File: config.mk
export PLATFORM = sky130hd
export DESIGN_NAME = cr_huf_comp_stcl_sched
export DESIGN_NICKNAME = d
export VERILOG_FILES = /design/src/rtl/cr_huf_comp_stcl_sched_pkg.sv /design/src/rtl/cr_huf_comp_rr_arb.sv /design/src/rtl/cr_huf_comp_stcl_sched.sv
export SDC_FILE = /design/constraint.sdc
export NUM_CORES = 1
export LEC_CHECK = 0
export BUFFER_PORTS_ARGS = -buffer_cell sky130_fd_sc_hd__buf_2
export CELL_PAD_IN_SITES_DETAIL_PLACEMENT = 0
export CELL_PAD_IN_SITES_GLOBAL_PLACEMENT = 1
export CORE_AREA = 3 3 226 228
export DETAILED_ROUTE_END_ITERATION = 16
export DIE_AREA = 0 0 229 231
export PLACE_DENSITY = 0.61
export SLEW_MARGIN = 40
export SYNTH_ARGS = -nofsm -noshare
export SYNTH_HDL_FRONTEND = slang
export SYNTH_HIERARCHICAL = 1
export SYNTH_SLANG_ARGS = --single-unit
File: constraint.sdc
create_clock -name clk -period 3 [get_ports clk]
set_input_delay 0.15 -clock clk [delete_from_list [all_inputs] [get_ports clk]]
set_output_delay 0.15 -clock clk [all_outputs]
set_load 0.01 [all_outputs]
File: src/rtl/cr_huf_comp_stcl_sched_pkg.sv
// Shared types and widths for the STCL builder scheduler in cr_huf_comp.
package cr_huf_comp_stcl_sched_pkg;

  localparam int STCL_SCHED_MAX_REQ  = 4;
  localparam int HC_HDR_WIDTH        = 64;
  localparam int ST_LUT_ADDR_WIDTH   = 3;
  localparam int STCL_MAX_BITS_WIDTH = 10;
  localparam int HCLEN_WIDTH         = 4;

  typedef enum logic [2:0] {
    ST_IDLE,
    ST_LOAD,
    ST_START,
    ST_RUN,
    ST_DONE,
    ST_ABORT
  } e_stcl_sched_state;

  // Next round-robin position after idx among n requesters.
  function automatic int rr_next(input int idx, input int n);
    return (idx + 1 >= n) ? 0 : idx + 1;
  endfunction

endpackage

File: src/rtl/cr_huf_comp_rr_arb.sv
// Round-robin arbiter: first active request at or after ptr wins.
module cr_huf_comp_rr_arb #(
  parameter int N     = 2,
  parameter int IDX_W = 1
) (
  input  logic [N-1:0]     req,
  input  logic [IDX_W-1:0] ptr,
  output logic [N-1:0]     gnt,
  output logic [IDX_W-1:0] gnt_idx,
  output logic             gnt_any
);

  // Scan requesters starting at ptr, wrapping, and grant the first one found.
  always_comb begin
    // NOTE: every output gets a default before the loop so no path leaves it unassigned (no latch).
    gnt     = '0;
    gnt_idx = '0;
    gnt_any = 1'b0;
    for (int i = 0; i < N; i++) begin
      if (!gnt_any && req[(int'(ptr) + i) % N]) begin
        gnt[(int'(ptr) + i) % N] = 1'b1;
        gnt_idx                  = IDX_W'((int'(ptr) + i) % N);
        gnt_any                  = 1'b1;
      end
    end
  end

endmodule

File: src/rtl/cr_huf_comp_stcl_sched.sv
// Shares one STCL builder among NUM_REQ tree requesters: captures the job,
// starts the builder, steers LUT writes to the owner, returns size/HCLEN,
// and drains the builder with read_done when the owner abandons the job.
module cr_huf_comp_stcl_sched
  import cr_huf_comp_stcl_sched_pkg::*;
#(
  parameter int NUM_REQ          = 2,
  parameter int MAX_NUM_SYM_USED = 33,
  parameter int CODELENGTH_WIDTH = 4,
  parameter int ABORT_DRAIN_CYC  = 72
) (
  input  logic                                                  clk,
  input  logic                                                  rst_n,
  input  logic [NUM_REQ-1:0]                                    req_valid,
  input  logic [NUM_REQ-1:0]                                    req_deflate,
  input  logic [NUM_REQ*MAX_NUM_SYM_USED*CODELENGTH_WIDTH-1:0]  req_sym_dpth,
  input  logic [NUM_REQ-1:0]                                    req_abort,
  output logic [NUM_REQ-1:0]                                    req_ack,
  output logic                                                  bld_start,
  output logic                                                  bld_deflate,
  output logic [MAX_NUM_SYM_USED*CODELENGTH_WIDTH-1:0]          bld_sym_dpth,
  output logic                                                  bld_read_done,
  input  logic                                                  bld_wr,
  input  logic [HC_HDR_WIDTH-1:0]                               bld_wr_data,
  input  logic [ST_LUT_ADDR_WIDTH-1:0]                          bld_wr_addr,
  input  logic                                                  bld_wr_done,
  input  logic [STCL_MAX_BITS_WIDTH-1:0]                        bld_size,
  input  logic [HCLEN_WIDTH-1:0]                                bld_hclen,
  output logic [NUM_REQ-1:0]                                    lut_wr,
  output logic [HC_HDR_WIDTH-1:0]                               lut_wr_data,
  output logic [ST_LUT_ADDR_WIDTH-1:0]                          lut_wr_addr,
  output logic [NUM_REQ-1:0]                                    job_done,
  output logic [STCL_MAX_BITS_WIDTH-1:0]                        job_stcl_size,
  output logic [HCLEN_WIDTH-1:0]                                job_hclen,
  output logic                                                  busy
);

  localparam int DV_W    = MAX_NUM_SYM_USED * CODELENGTH_WIDTH;
  localparam int IDX_W   = (NUM_REQ > 1) ? $clog2(NUM_REQ) : 1;
  localparam int DRAIN_W = $clog2(ABORT_DRAIN_CYC + 1);

  e_stcl_sched_state          state_q, state_d;
  logic [IDX_W-1:0]           owner_q, owner_d;
  logic [IDX_W-1:0]           rr_ptr_q, rr_ptr_d;
  logic [DRAIN_W-1:0]         cnt_q, cnt_d;
  logic [NUM_REQ-1:0]         req_ack_q, req_ack_d;
  logic                       bld_start_q, bld_start_d;
  logic                       bld_deflate_q, bld_deflate_d;
  logic [DV_W-1:0]            bld_sym_dpth_q, bld_sym_dpth_d;
  logic                       bld_read_done_q, bld_read_done_d;
  logic [NUM_REQ-1:0]         lut_wr_q, lut_wr_d;
  logic [HC_HDR_WIDTH-1:0]    lut_wr_data_q, lut_wr_data_d;
  logic [ST_LUT_ADDR_WIDTH-1:0] lut_wr_addr_q, lut_wr_addr_d;
  logic [NUM_REQ-1:0]         job_done_q, job_done_d;
  logic [STCL_MAX_BITS_WIDTH-1:0] job_size_q, job_size_d;
  logic [HCLEN_WIDTH-1:0]     job_hclen_q, job_hclen_d;
  logic                       busy_q, busy_d;

  logic [NUM_REQ-1:0]         gnt;
  logic [IDX_W-1:0]           gnt_idx;
  logic                       gnt_any;
  logic [NUM_REQ-1:0]         owner_oh;

  cr_huf_comp_rr_arb #(.N(NUM_REQ), .IDX_W(IDX_W)) u_arb (
    .req     (req_valid),
    .ptr     (rr_ptr_q),
    .gnt     (gnt),
    .gnt_idx (gnt_idx),
    .gnt_any (gnt_any)
  );

  assign owner_oh = NUM_REQ'(1) << owner_q;

  // Next-state and registered-output computation for the job sequencer.
  always_comb begin
    state_d         = state_q;
    owner_d         = owner_q;
    rr_ptr_d        = rr_ptr_q;
    cnt_d           = cnt_q;
    req_ack_d       = '0;
    bld_start_d     = 1'b0;
    bld_deflate_d   = bld_deflate_q;
    bld_sym_dpth_d  = bld_sym_dpth_q;
    bld_read_done_d = 1'b0;
    lut_wr_d        = '0;
    lut_wr_data_d   = lut_wr_data_q;
    lut_wr_addr_d   = lut_wr_addr_q;
    job_done_d      = '0;
    job_size_d      = job_size_q;
    job_hclen_d     = job_hclen_q;

    case (state_q)
      ST_IDLE: begin
        if (gnt_any) begin
          state_d        = ST_LOAD;
          owner_d        = gnt_idx;
          req_ack_d      = gnt;
          bld_sym_dpth_d = req_sym_dpth[int'(gnt_idx)*DV_W +: DV_W];
          bld_deflate_d  = req_deflate[gnt_idx];
          rr_ptr_d       = IDX_W'(rr_next(int'(gnt_idx), NUM_REQ));
        end
      end
      ST_LOAD: begin
        state_d     = ST_START;
        bld_start_d = 1'b1;
      end
      ST_START: state_d = ST_RUN;
      ST_RUN: begin
        // Abort wins over a same-cycle completion; that cycle's write is dropped too.
        if (req_abort[owner_q]) begin
          state_d         = ST_ABORT;
          bld_read_done_d = 1'b1;
          cnt_d           = DRAIN_W'(ABORT_DRAIN_CYC);
        end else begin
          if (bld_wr) begin
            lut_wr_d      = owner_oh;
            lut_wr_data_d = bld_wr_data;
            lut_wr_addr_d = bld_wr_addr;
          end
          if (bld_wr_done) begin
            state_d     = ST_DONE;
            job_done_d  = owner_oh;
            job_size_d  = bld_size;
            job_hclen_d = bld_hclen;
          end
        end
      end
      ST_DONE: state_d = ST_IDLE;
      ST_ABORT: begin
        if (cnt_q <= DRAIN_W'(1)) begin
          state_d = ST_IDLE;
          cnt_d   = '0;
        end else begin
          cnt_d           = cnt_q - DRAIN_W'(1);
          bld_read_done_d = 1'b1;
        end
      end
      default: state_d = ST_IDLE;
    endcase

    busy_d = (state_d != ST_IDLE);
  end

  // State and output registers.
  always_ff @(posedge clk or negedge rst_n) begin
    if (!rst_n) begin
      // NOTE: datapath registers are reset as well so every output is 0 right out of reset.
      state_q         <= ST_IDLE;
      owner_q         <= '0;
      rr_ptr_q        <= '0;
      cnt_q           <= '0;
      req_ack_q       <= '0;
      bld_start_q     <= 1'b0;
      bld_deflate_q   <= 1'b0;
      bld_sym_dpth_q  <= '0;
      bld_read_done_q <= 1'b0;
      lut_wr_q        <= '0;
      lut_wr_data_q   <= '0;
      lut_wr_addr_q   <= '0;
      job_done_q      <= '0;
      job_size_q      <= '0;
      job_hclen_q     <= '0;
      busy_q          <= 1'b0;
    end else begin
      // NOTE: non-blocking assignments so all flops update together from pre-edge values.
      state_q         <= state_d;
      owner_q         <= owner_d;
      rr_ptr_q        <= rr_ptr_d;
      cnt_q           <= cnt_d;
      req_ack_q       <= req_ack_d;
      bld_start_q     <= bld_start_d;
      bld_deflate_q   <= bld_deflate_d;
      bld_sym_dpth_q  <= bld_sym_dpth_d;
      bld_read_done_q <= bld_read_done_d;
      lut_wr_q        <= lut_wr_d;
      lut_wr_data_q   <= lut_wr_data_d;
      lut_wr_addr_q   <= lut_wr_addr_d;
      job_done_q      <= job_done_d;
      job_size_q      <= job_size_d;
      job_hclen_q     <= job_hclen_d;
      busy_q          <= busy_d;
    end
  end

  assign req_ack       = req_ack_q;
  assign bld_start     = bld_start_q;
  assign bld_deflate   = bld_deflate_q;
  assign bld_sym_dpth  = bld_sym_dpth_q;
  assign bld_read_done = bld_read_done_q;
  assign lut_wr        = lut_wr_q;
  assign lut_wr_data   = lut_wr_data_q;
  assign lut_wr_addr   = lut_wr_addr_q;
  assign job_done      = job_done_q;
  assign job_stcl_size = job_size_q;
  assign job_hclen     = job_hclen_q;
  assign busy          = busy_q;

endmodule
==> summary.txt <==
Timing
  – Final worst path period share: 81.0%
  – Setup skew after layout: 10.4 ps
  – Actual slew at the worst max-slew pin: 755 ps
  – Number of failing hold endpoints at the final stage: 0
  – Count of pins over their slew limit: 0
  – Worst slew slack as a fraction of its limit: 49.6%
  – Total setup violations reported at the end of the flow: 0
  – Final critical-path setup slack: 569 ps
  – Hold_ws: 148 ps
  – RSZ-0062 raised after global routing: false
  – Maximum clock frequency: 0.411 GHz
  – Minimum clock period: 2430 ps
  – Post-Route Setup TNS: 0 ps

Setup path
  – Critical path class: reg -> reg
  – Startpoint types: flop
  – Worst endpoint required time: 3410 ps
  – Startpoint of the most critical register-to-register path: rr_ptr_q
  – Element type at the critical path end: flop
  – Depth of the worst register-to-register path: 6
  – Critical path fanouts, max: 43
  – Data arrival time at the worst-slack endpoint: 2840 ps
  – Register-to-register setup slack: 570 ps
  – Worst R2R End: bld_sym_dpth[36]

Floorplan
  – Vertical die dimension: 231 um
  – Die area: 0.0529 mm2
  – Initial core utilization: 20.5%
  – Top Ports: 578
  – FP Rows: 81
  – Die width: 229 um
  – Area of the placeable core: 0.0491 mm2

Clock network
  – Clock network latency to the later pin of the worst-skew pair: 550 ps
  – Maximum buffer depth of the clock tree: 3
  – Total CTS buffers: 28
  – Total number of H-tree levels: 1
  – Hold buffer count at CTS: 357
  – Clock tree from TritonCTS: yes
  – PostCTS Resize Cnt: 0
  – Clock sink count: 235
  – Root buf cell: sky130_fd_sc_hd__clkbuf_16
  – Post-CTS clock slew at the launch and capture registers of the worst setup and hold paths: 60 ps
  – Post-CTS setup-driven buffer insertion count: 0

Synthesis
  – Post-synthesis async set-or-reset flop share: 100%
  – Dominant cell type by area after synthesis: sky130_fd_sc_hd__dfrtp_1
  – Post-synth cell types: 39
  – Net count of the mapped netlist: 1198
  – Average size of a mapped cell: 12.0 um2
  – Most instantiated library cell after synthesis: sky130_fd_sc_hd__dfrtp_1
  – Count of mapped cells out of synthesis: 841
  – Prevailing post-synth register cell: sky130_fd_sc_hd__dfrtp_1
  – Post-synth top cells: sky130_fd_sc_hd__dfrtp_1 (235), sky130_fd_sc_hd__nor2_1 (139), sky130_fd_sc_hd__a21oi_1 (136)
  – Post-synth top area share: 58.4%
  – Cell area after synthesis: 0.0101 mm2
  – Dominant cells by area after synthesis: sky130_fd_sc_hd__dfrtp_1 (58%), sky130_fd_sc_hd__mux2i_1 (13%), sky130_fd_sc_hd__mux2_1 (8.7%)
  – Flip-flop and latch count after synthesis: 235
  – Number of synthesized flops with an enable pin: 0
  – Synthesis Warnings: 6
  – Sequential share of the synthesized area: 58.4%

Placed design
  – Global placement routability congestion: 0.810
  – Port bufs: 577
  – Placed wire-length estimate after detailed placement: 27900 um
  – Instance count after placement with tap cells included: 2050
  – Pre-CTS setup slack: 952 ps
  – Total cell area at the placement stage: 0.0138 mm2

Final layout
  – Storage element area: 0.00588 mm2
  – Share of layout cells above drive strength 1: 36.7%
  – Total number of nets in the final design: 2130
  – Post-route non-filler standard cell count: 2458
  – Finished Cell Area: 0.0183 mm2
  – Number of filler instances in the final layout: 4882
  – Synth-to-layout area growth: 81.6%
  – Area of the multi-input gates: 0.00388 mm2

Detailed routing
  – Via count of the routed design: 9945
  – Final antenna-violating net count: 0
  – Post-route DRC: 0
  – Violation count after the first detailed-routing iteration: 282
  – Detailed-routing iteration count for the pre-antenna-repair pass: 4
  – Sum of routed wire length over all layers: 38800 um
  – Per-cell routed wire length: 15.8 um
  – Post-detailed-route via-to-cell ratio: 4.05

Min path
  – Path type of the worst min-delay path: in -> async

Global route
  – Global-route usage over all layers: 14.3%
  – Largest net degree at the start of global routing: 93
  – Antenna violations before repair: 7
  – Total gr overflow: 0
  – Via count of the first global-routing pass: 10800
  – First-pass GRT wire length: 60300 um

Pwr
  – Static Leak: 8.76 nW
  – Total power density per cell area: 835 mW/mm2
  – Highest ir drop seen on vdd: 383 uV

Flow run
  – Count of max-cap constraint violations: 0

Outcome
  – Outcome: finished clean
-- per-layer routing --
| layer | global-route usage (%) | vias up | wire length (um) |
|---|---|---|---|
| li1 | - | 4796 | - |
| met1 | 15.9 | 4652 | 15300 |
| met2 | 26.0 | 419 | 19400 |
| met3 | 4.38 | 70 | 3110 |
| met4 | 4.35 | 8 | 963 |
| met5 | 0 | - | 50 |
-- worst max-delay path: stages (launching register included) --
cell	delay, ps
sky130_fd_sc_hd__dfrtp_1	360
sky130_fd_sc_hd__inv_1	80
sky130_fd_sc_hd__a21boi_4	480
sky130_fd_sc_hd__buf_12	400
sky130_fd_sc_hd__mux2i_1	250
sky130_fd_sc_hd__dlygate4sd3_1	590
sky130_fd_sc_hd__a21oi_1	70
-- power by group --
part           switching [W]  internal (W)
clock network        0.00136       0.00205
registers           0.000861       0.00471
logic                0.00332       0.00298
-- sequential cells by signal (all words and copies together), names as in the netlist, 2 cells and up --
name / cells
bld_sym_dpth: 132
cnt_q: 7
job_done: 2
job_hclen: 4
job_stcl_size: 10
lut_wr: 2
lut_wr_addr: 3
lut_wr_data: 64
req_ack: 2
state_q: 3
-- worst max-delay path by stage --
stage | start | to | slack (ps) | cells after the start
6_report | rr_ptr_q | bld_sym_dpth[36] | 570 | 6
3_3_place_gp | state_q[2] | bld_sym_dpth[87] | 1000 | 5
4_1_cts | rr_ptr_q | bld_sym_dpth[65] | 560 | 6
5_1_grt | rr_ptr_q | bld_sym_dpth[36] | 440 | 6
3_5_place_dp | state_q[0] | job_hclen[0] | 950 | 4
2_1_floorplan | state_q[2] | lut_wr_data[33] | 1330 | 7
-- layout by cell type, fill, tap and decap left out, types with 2 or more instances in the layout --
cell,count
sky130_fd_sc_hd__o21ai_0,3
sky130_fd_sc_hd__and2_1,2
sky130_fd_sc_hd__and3_1,2
sky130_fd_sc_hd__dlygate4sd3_1,357
sky130_fd_sc_hd__clkbuf_16,28
sky130_fd_sc_hd__a21boi_0,2
sky130_fd_sc_hd__mux2_2,6
sky130_fd_sc_hd__a211o_1,2
sky130_fd_sc_hd__and3b_1,3
sky130_fd_sc_hd__diode_2,2
sky130_fd_sc_hd__nor3_1,6
sky130_fd_sc_hd__nor3b_1,3
sky130_fd_sc_hd__buf_4,16
sky130_fd_sc_hd__clkinv_2,4
sky130_fd_sc_hd__nor2_1,139
sky130_fd_sc_hd__o21ai_1,2
sky130_fd_sc_hd__inv_1,6
sky130_fd_sc_hd__a21oi_1,136
sky130_fd_sc_hd__mux2_1,78
sky130_fd_sc_hd__bufinv_16,2
sky130_fd_sc_hd__ha_1,2
sky130_fd_sc_hd__buf_2,576
sky130_fd_sc_hd__nand2_1,5
sky130_fd_sc_hd__dfrtp_1,235
sky130_fd_sc_hd__clkbuf_1,5
sky130_fd_sc_hd__clkbuf_8,7
sky130_fd_sc_hd__buf_12,8
sky130_fd_sc_hd__mux2i_1,134
-- cell type report --
cell class | instances | share of cell area, %
repair buffers | 958 | 36.9
flip-flops and latches | 235 | 32.1
multi-input cells | 544 | 21.2
well taps | 664 | 4.54
clock buffers | 40 | 4.46
clock inverters | 9 | 0.615
inverters | 6 | 0.123
diodes | 2 | 0.0274
-- through the flow --
step / total power [W] / utilization (%)
floorplan: 0.00868 / -
global placement: 0.0113 / 28.1
finish: 0.0153 / 37.3
detailed placement: 0.0114 / 28.1
CTS: 0.0155 / 37.3
global route: 0.0164 / 37.3
-- cells by family after synthesis --
family / Yosys count / synth area share [%]
AOI/OAI and AO/OA: 154 / 8.09
muxes: 218 / 22.7
adders and majority gates: 2 / 0.248
buffers and inverters: 62 / 3.34
DFF: 235 / 58.4
and+or+nand+nor: 170 / 7.24
Power figures use the tool's default switching activity.
